### src/rtl/mem_port_arbiter.sv
//==============================================================================
// Module   : mem_port_arbiter
// Purpose  : Shares one single-ported unified memory bus between instruction
//            fetch and the MEM-stage data port. Each access runs a req/ack
//            bus handshake of variable latency. The winning requester gets
//            read data and a one-cycle ready pulse. Combinational stalls hold
//            the fetch stage and the EX/MEM register while an access is
//            pending.
// Options  : MEM_ARB_TIMEOUT_EN -- when defined, a bus access with no ack for
//            MAX_WAIT cycles is abandoned. The access then returns all-ones
//            read data and raises the sticky bus_err flag.
// Revision : 1.0 - initial release
//==============================================================================
`default_nettype none

module mem_port_arbiter #(
    parameter int ADDR_BITS = 32,
    parameter int DATA_BITS = 32,
    parameter int MAX_WAIT  = 15
) (
    input  logic                 clk,
    input  logic                 clr_n,
    // fetch port
    input  logic                 if_req,
    input  logic [ADDR_BITS-1:0] if_addr,
    output logic [DATA_BITS-1:0] if_rdata,
    output logic                 if_ready,
    // MEM-stage data port (from EX/MEM register)
    input  logic                 mem_read_m,
    input  logic                 mem_write_m,
    input  logic [ADDR_BITS-1:0] alu_out_m,
    input  logic [DATA_BITS-1:0] write_data_m,
    output logic [DATA_BITS-1:0] d_rdata,
    output logic                 d_ready,
    // pipeline hold
    output logic                 stall_f,
    output logic                 stall_m,
    // unified memory bus
    output logic                 bus_req,
    output logic                 bus_we,
    output logic [ADDR_BITS-1:0] bus_addr,
    output logic [DATA_BITS-1:0] bus_wdata,
    input  logic [DATA_BITS-1:0] bus_rdata,
    input  logic                 bus_ack,
    output logic                 bus_err
);

    typedef enum logic [2:0] {
        ST_IDLE   = 3'd0,
        ST_BUS_I  = 3'd1,
        ST_BUS_D  = 3'd2,
        ST_DONE_I = 3'd3,
        ST_DONE_D = 3'd4
    } state_t;

    state_t                 r_state;
    state_t                 w_next;

    logic [ADDR_BITS-1:0]   r_bus_addr;
    logic                   r_bus_we;
    logic [DATA_BITS-1:0]   r_bus_wdata;
    logic [DATA_BITS-1:0]   r_if_rdata;
    logic [DATA_BITS-1:0]   r_d_rdata;

    logic                   w_d_pend;
    logic                   w_grant_d;
    logic                   w_grant_i;
    logic                   w_in_bus;
    logic                   w_timeout;
    logic                   w_bus_done;
    logic                   w_bus_req;
    logic                   w_if_ready;
    logic                   w_d_ready;

    // A store with mem_read_m also set is still a store; any data request is pending
    assign w_d_pend  = mem_read_m | mem_write_m;

    // Data has priority: it belongs to the older instruction in the pipeline
    assign w_grant_d = (r_state == ST_IDLE) & w_d_pend;
    assign w_grant_i = (r_state == ST_IDLE) & ~w_d_pend & if_req;

    assign w_in_bus  = (r_state == ST_BUS_I) | (r_state == ST_BUS_D);

`ifdef MEM_ARB_TIMEOUT_EN
    localparam int                 c_CNT_W     = $clog2(MAX_WAIT + 1);
    localparam logic [c_CNT_W-1:0] c_WAIT_LAST = c_CNT_W'(MAX_WAIT - 1);

    logic [c_CNT_W-1:0] r_wait_cnt;
    logic               r_bus_err;

    // Wait counter: counts cycles spent in a bus state, zero everywhere else
    always_ff @(posedge clk or negedge clr_n) begin
        if (!clr_n) begin
            r_wait_cnt <= '0;
        end else if (w_in_bus) begin
            r_wait_cnt <= r_wait_cnt + 1'b1;
        end else begin
            r_wait_cnt <= '0;
        end
    end

    // An ack in the final allowed cycle still completes the access normally
    assign w_timeout = w_in_bus & ~bus_ack & (r_wait_cnt == c_WAIT_LAST);

    // Sticky error flag, cleared only by reset
    always_ff @(posedge clk or negedge clr_n) begin
        if (!clr_n) begin
            r_bus_err <= 1'b0;
        end else if (w_timeout) begin
            r_bus_err <= 1'b1;
        end
    end

    assign bus_err = r_bus_err;
`else
    assign w_timeout = 1'b0;
    assign bus_err   = 1'b0;
`endif

    // An access leaves its bus state on ack or on abandonment
    assign w_bus_done = bus_ack | w_timeout;

    // State register
    always_ff @(posedge clk or negedge clr_n) begin
        if (!clr_n) begin
            r_state <= ST_IDLE;
        end else begin
            r_state <= w_next;
        end
    end

    // Next state and handshake outputs; acks outside a bus state are ignored
    always_comb begin
        w_next     = r_state;
        w_bus_req  = 1'b0;
        w_if_ready = 1'b0;
        w_d_ready  = 1'b0;
        case (r_state)
            ST_IDLE: begin
                if (w_d_pend) begin
                    w_next = ST_BUS_D;
                end else if (if_req) begin
                    w_next = ST_BUS_I;
                end
            end
            ST_BUS_I: begin
                w_bus_req = 1'b1;
                if (w_bus_done) begin
                    w_next = ST_DONE_I;
                end
            end
            ST_BUS_D: begin
                w_bus_req = 1'b1;
                if (w_bus_done) begin
                    w_next = ST_DONE_D;
                end
            end
            ST_DONE_I: begin
                w_if_ready = 1'b1;
                w_next     = ST_IDLE;
            end
            ST_DONE_D: begin
                w_d_ready = 1'b1;
                w_next    = ST_IDLE;
            end
            default: begin
                w_next = ST_IDLE;
            end
        endcase
    end

    // Bus command capture at grant; held stable for the whole access
    always_ff @(posedge clk or negedge clr_n) begin
        if (!clr_n) begin
            r_bus_addr  <= '0;
            r_bus_we    <= 1'b0;
            r_bus_wdata <= '0;
        end else if (w_grant_d) begin
            r_bus_addr  <= alu_out_m;
            r_bus_we    <= mem_write_m;
            r_bus_wdata <= mem_write_m ? write_data_m : '0;
        end else if (w_grant_i) begin
            r_bus_addr  <= if_addr;
            r_bus_we    <= 1'b0;
            r_bus_wdata <= '0;
        end
    end

    // Instruction word capture; an abandoned fetch returns all ones
    always_ff @(posedge clk or negedge clr_n) begin
        if (!clr_n) begin
            r_if_rdata <= '0;
        end else if (r_state == ST_BUS_I) begin
            if (bus_ack) begin
                r_if_rdata <= bus_rdata;
            end else if (w_timeout) begin
                r_if_rdata <= '1;
            end
        end
    end

    // Load data capture; stores never disturb the last load value
    always_ff @(posedge clk or negedge clr_n) begin
        if (!clr_n) begin
            r_d_rdata <= '0;
        end else if ((r_state == ST_BUS_D) && !r_bus_we) begin
            if (bus_ack) begin
                r_d_rdata <= bus_rdata;
            end else if (w_timeout) begin
                r_d_rdata <= '1;
            end
        end
    end

    assign bus_req   = w_bus_req;
    assign bus_we    = r_bus_we;
    assign bus_addr  = r_bus_addr;
    assign bus_wdata = r_bus_wdata;
    assign if_rdata  = r_if_rdata;
    assign if_ready  = w_if_ready;
    assign d_rdata   = r_d_rdata;
    assign d_ready   = w_d_ready;

    // Pipeline advances on the edge that ends the ready cycle
    assign stall_m = w_d_pend & ~w_d_ready;
    assign stall_f = if_req & ~w_if_ready;

endmodule

`default_nettype wire

### config.mk
export PLATFORM = sky130hd
export DESIGN_NAME = mem_port_arbiter
export DESIGN_NICKNAME = d
export VERILOG_FILES = /design/src/rtl/mem_port_arbiter.sv
export SDC_FILE = /design/constraint.sdc
export NUM_CORES = 1
export LEC_CHECK = 0
export ABC_AREA = 1
export ABC_CLOCK_PERIOD_IN_PS = 1250
export CORE_MARGIN = 5
export CORE_UTILIZATION = 39
export CTS_BUF_LIST = sky130_fd_sc_hd__clkbuf_4
export DETAILED_ROUTE_END_ITERATION = 8
export PLACE_DENSITY_LB_ADDON = 0.08
export RECOVER_POWER = 50
export SLEW_MARGIN = 20
export SYNTH_ARGS = -nofsm -noshare
export SYNTH_HDL_FRONTEND = slang
export SYNTH_SLANG_ARGS = --single-unit
### constraint.sdc
create_clock -name clk -period 1.25 [get_ports clk]
set_input_delay 0.3125 -clock clk [delete_from_list [all_inputs] [get_ports clk]]
set_output_delay 0.3125 -clock clk [all_outputs]
set_load 0.01 [all_outputs]
# [Yosys cells after proc, flatten, opt, wreduce, memory -nomap -nowiden]
# Cells that the tools add are included.
[word_totals] reg_bits=132 latchBits=0 ramBits=0 rom_bits=0 in_bits=134 out_inout_bits=135 word_cells=45 mem_count=0
[classes] add_sub_neg=0 multipliers=0 div=0 n_lt_le_gt_ge=0 n_eq_ne=7 shift=0 n_mux=15 n_bitwise=9 reduce_logical=8
[ops] op="$mux W32" count=5
[ops] op="$mux W3" count=4
[ops] op="$pmux W3 S3" count=1
[ops] op="$eq A3 B2 Y1 const B" count=2
[ops] op="$and A1 B1 Y1" count=5
[ops] op="$mux W1" count=5
[ops] op="$ne A2 B2 Y1 const B" count=2
[ops] op="$reduce_and A2 Y1" count=2
[ops] op="$eq A3 B1 Y1 const B" count=1
[ops] op="$eq A3 B3 Y1 const B" count=1
[ops] op="$logic_not A3 Y1" count=1
[ops] op="$ne A3 B3 Y1 const B" count=1
[ops] op="$not A1 Y1" count=3
[ops] op="$reduce_and A3 Y1" count=1
[ops] op="$reduce_bool A2 Y1" count=1
[ops] op="$reduce_or A2 Y1" count=1
[ops] op="$logic_and A1 B1 Y1" count=1
[ops] op="$logic_not A1 Y1" count=1
[ops] op="$or A1 B1 Y1" count=1

# [Depth between registers and ports, before layout]
[depth] word_depth=6 depth_mapped=9 mapped_depth_nobuf=7

# [Worst setup path before layout]
# OpenSTA, ideal clock, no wires.
[synth_path] path_type="input-to-reg" from="input mem_write_m" to="register r_bus_addr[0], in the netlist bus_addr[0]" setup_time_ns=0.118 t_arrival_ns=1.222 t_required_ns=1.132 slack_ns=-0.089 cell_stages=9 path_buffers=3 cell_sequence="buf_2 -> inv_1 -> nand2_2 -> nor2_1 -> nor2_4 -> buf_6 -> buf_4 -> nand3_1 -> nand2_1"
[synth_via] elab_chain_len=5 elab_cells_between_ends=7 cone_classes="1 x mux; 5 x bitwise; 1 x reduce/logical"
[synth_lines] element="start, declared" line="30" text="input logic mem_write_m,"
[synth_lines] element="$or A1 B1 Y1 (*)" line="76" text="assign w_d_pend = mem_read_m | mem_write_m;"
[synth_lines] element="$not A1 Y1" line="80" text="assign w_grant_i = (r_state == ST_IDLE) & ~w_d_pend & if_req;"
[synth_lines] element="$and A1 B1 Y1 (2 in a row)" line="80"
[synth_lines] element="$reduce_bool A2 Y1 (no line)"
[synth_lines] element="end signal, assigned" line="179" text="r_bus_addr <= alu_out_m;"
[synth_lines] element="end signal, assigned" line="183" text="r_bus_addr <= if_addr;"
[synth_lines] element="end, declared" line="59" text="logic [ADDR_BITS-1:0] r_bus_addr;"
# Mark *: on every way between the ends. The rest lies on a longest branch, timed or not.
# A chain may end at the register's enable or synchronous reset.

# [Worst setup path after layout]
[layout_path] from="register r_state[2]" to="register r_bus_wdata[24], in the netlist bus_wdata[24]"
[layout_via] elab_chain_len=4 elab_cells_between_ends=6 cone_classes="1 x mux; 3 x bitwise; 2 x reduce/logical"
[layout_lines] element="start, declared" line="56" text="state_t r_state;"
[layout_lines] element="start signal, assigned" line="128" text="r_state <= w_next;"
[layout_lines] element="$logic_not A3 Y1 (*)" line="79, 80"
[layout_lines] element="$and A1 B1 Y1 (2 in a row)" line="80"
[layout_lines] element="$reduce_bool A2 Y1 (no line)"
[layout_lines] element="end signal, assigned" line="181" text="r_bus_wdata <= mem_write_m ? write_data_m : '0;"
[layout_lines] element="end, declared" line="61" text="logic [DATA_BITS-1:0] r_bus_wdata;"
# Marked as above.

==> metrics.cfg <==
[place]
dp_slack_ps = -811
io_buffers = 267
place_hpwl_um = 13200
place_congestion = 0.790

[synth]
synth-compound-area-share = 0.00256
synth_seq_cells = 132
synth_nets = 867
yosys.area_share.simple = 0.344
syn-mean-instance-area_sq_um = 8.01
synth_top_family_by_area = simple AND/OR/NAND/NOR gates
yosysWarnings = 0
synth_fa_ha_area_frac = 0
ys_types = 19
synthCells = 733
ys_seq_area_frac = 0.563
synth-xor-area-share = 0
synth.area.mux_share = 0
netlist_area_sq_um = 5870

[die]
core_area_sq_um = 14600
placementRows = 44
start_util = 0.401
io_pins = 269
die_area_sq_um = 17600
fp.dieW_um = 133
die_h_um = 133

[sta]
max_freq_ghz = 0.566
whs_ps = 292
worst_pin_slew_ps = 744
min_period_over_period = 1.41
setup_violations = 265
post-route-min-period_ps = 1770
drv_slew = 0
setup_ws_ps = -518
slew_headroom = 0.504
skew_ps = 17.8
rsz0062_at_grt = yes
hold_violations = 0

[status]
violations = setup timing
status = complete, but fails checks

[finish]
final_common_cell = nand2_1
area_growth_pct = 71.0
drive_above_1_share = 0.263
fin_nets = 1205
mostFrequentLayoutCells = nand2_1, clkdlybuf4s50_1, dfrtp_1, nand3_1, inv_1

[worst_setup_path]
cp-start-kind = flop
reg2reg_depth = 11
critPathRequiredTime_ps = 1730
crit_path_max_fanout = 8
critPathArrivalTime_ps = 2250
slowest_delay_ps = 400
r2r_start = r_state[2]$_DFFE_PN0P_
path_class = flop to flop
cp_num_cells = 11
reg2reg_to = bus_wdata[24]$_DFFE_PN0P_
cp_cell_sequence = buf_4, nor2_4, buf_4, buf_12, nand2_2, nor2_4, buf_8, buf_6, buf_16, nand3_2, nand2_1
cp_slowest_cell = dfrtp_1
cp.buffers_inverters = 6
endpoint = bus_wdata[24]$_DFFE_PN0P_
reg2reg_slack_ps = -520
cpLargestDelayFamily = buffers and inverters
startpoint = r_state[2]$_DFFE_PN0P_
critPathCaptureType = flop

[pwr]
p_per_area_nw_per_um2 = 2430
cellInternalPower_mw = 14.8
seq_power_share = 0.301
netSwitchingFraction = 0.392
p_sw_mw = 9.57
power_mw = 24.4
power_leakage_nw = 5.47
ir_worst_vdd_mv = 1.24
combPwrFrac = 0.590
clkPwrFrac = 0.109

[detailed_routing]
dr.pass1.iters = 6
drt-initial-drc-count = 313
ant_nets = 0
drc_errors = 0
wl_per_cell_um = 16.9
dr_total_vias = 6127
wirelength_um = 21400
viasPerCell = 4.83

[clock_tree]
clock_latency_ps = 560
cts_max_level = 4
clock_path_buffers = 2
clock-sinks = 132
root_buffer = clkbuf_4
cts_made_buffers = 17
path_clk_slew_ps = 140
tritoncts = built

[global_routing]
grt_max_degree = 59
grt_overflow = 0
grt_pass1_wl_um = 33100
gr-usage-all-layers = 0.239
antenna_found_initial = 1
grt_pass1_vias = 6024

[min_path]
min_path_type = primary input to flop

[job]
maxCapViolations = 0

-- power groups by stage --
stage	Combinational, mW	Clock [mW]	Sequential (mW)
2_1_floorplan	4.16	0	8.12
3_3_place_gp	11.0	0	7.22
3_5_place_dp	11.1	0	7.22
4_1_cts	14.0	2.75	7.28
5_1_grt	15.5	2.90	7.60
6_report	14.4	2.67	7.34
-- per-stage QoR --
step | setup TNS, ps | std cells | utilization | area, sq um
finish | -66150 | 1269 | 0.685 | 10000
global route | -90430 | 1269 | 0.685 | 10000
CTS | -72780 | 1260 | 0.670 | 9810
detailed placement | -63200 | 1171 | 0.608 | 8910
global placement | -62040 | 1171 | 0.608 | 8910
floorplan | -2880 | 733 | - | 5890
-- worst reg2reg max path: stages (launching register included) --
cell and delay [ps]:
dfrtp_1 400, buf_4 160, nor2_4 100, buf_4 130, buf_12 100, nand2_2 60
nor2_4 190, buf_8 180, buf_6 120, buf_16 120, nand3_2 70, nand2_1 90
-- cell families (layout without fill, tap and decap cells) --
| group | count (synthesis) | count (layout) |
|---|---|---|
| buf+inv | 121 | 472 |
| other cells | 1 | 2 |
| simple gates | 476 | 476 |
| compound gates | 3 | 3 |
| flops | 132 | 132 |
-- registers in the layout (all words and copies together), names as in the netlist --
register   cells
if_rdata      32
bus_we         1
r_state        3
bus_addr      32
bus_wdata     32
d_rdata       32
-- timing repair --
action                     4_1_cts  5_1_grt
gates resized for setup        657       18
buffers inserted                40        5
hold buffers                     1        0
gates cloned                    16        3
hold endpoints to repair       132        0
pin swaps                        5        5
setup endpoints to repair      265      265
-- final cells by class --
cell class	count	area, sq um
fillers	1246	4610
repair buffers	366	3830
flip-flops and latches	132	3300
multi-input cells	480	2120
inverters	74	295
well taps	184	230
clock buffers	17	128
clock inverters	15	128
diodes	1	2.50
-- worst min-delay path by stage --
stage	startpoint	endpoint	slack, ps	depth (start not counted)
2_1_floorplan	clr_n	bus_addr[0]$_DFFE_PN0P_	20	0
3_3_place_gp	clr_n	bus_addr[18]$_DFFE_PN0P_	170	1
3_5_place_dp	clr_n	bus_addr[18]$_DFFE_PN0P_	170	1
4_1_cts	clr_n	bus_addr[18]$_DFFE_PN0P_	80	2
5_1_grt	write_data_m[15]	bus_wdata[15]$_DFFE_PN0P_	260	3
6_report	bus_rdata[13]	d_rdata[13]$_DFFE_PN0P_	290	3
-- routing by layer --
layer,global-route usage,wire [um]
met1,0.283,8340
met2,0.398,10700
met3,0.0847,1830
met4,0.0930,612
met5,0,0
-- cell usage after synthesis --
master	number	share of area
nor2_1	6	0.0038
dfrtp_1	132	0.56
nand3_1	100	0.085
inv_2	2	0.0013
buf_6	1	0.0019
clkbuf_1	11	0.0070
buf_1	4	0.0026
buf_2	20	0.017
nand2_1	331	0.21
nor3_1	1	0.00085
o21ai_0	1	0.00085
inv_1	72	0.046
conb_1	1	0.00064
nand4_1	34	0.036
nor2_4	2	0.0038
nand2_2	1	0.0011
a21oi_1	2	0.0017
buf_4	11	0.014
nor3_2	1	0.0017
No activity file was read; power rests on OpenSTA's default activity.
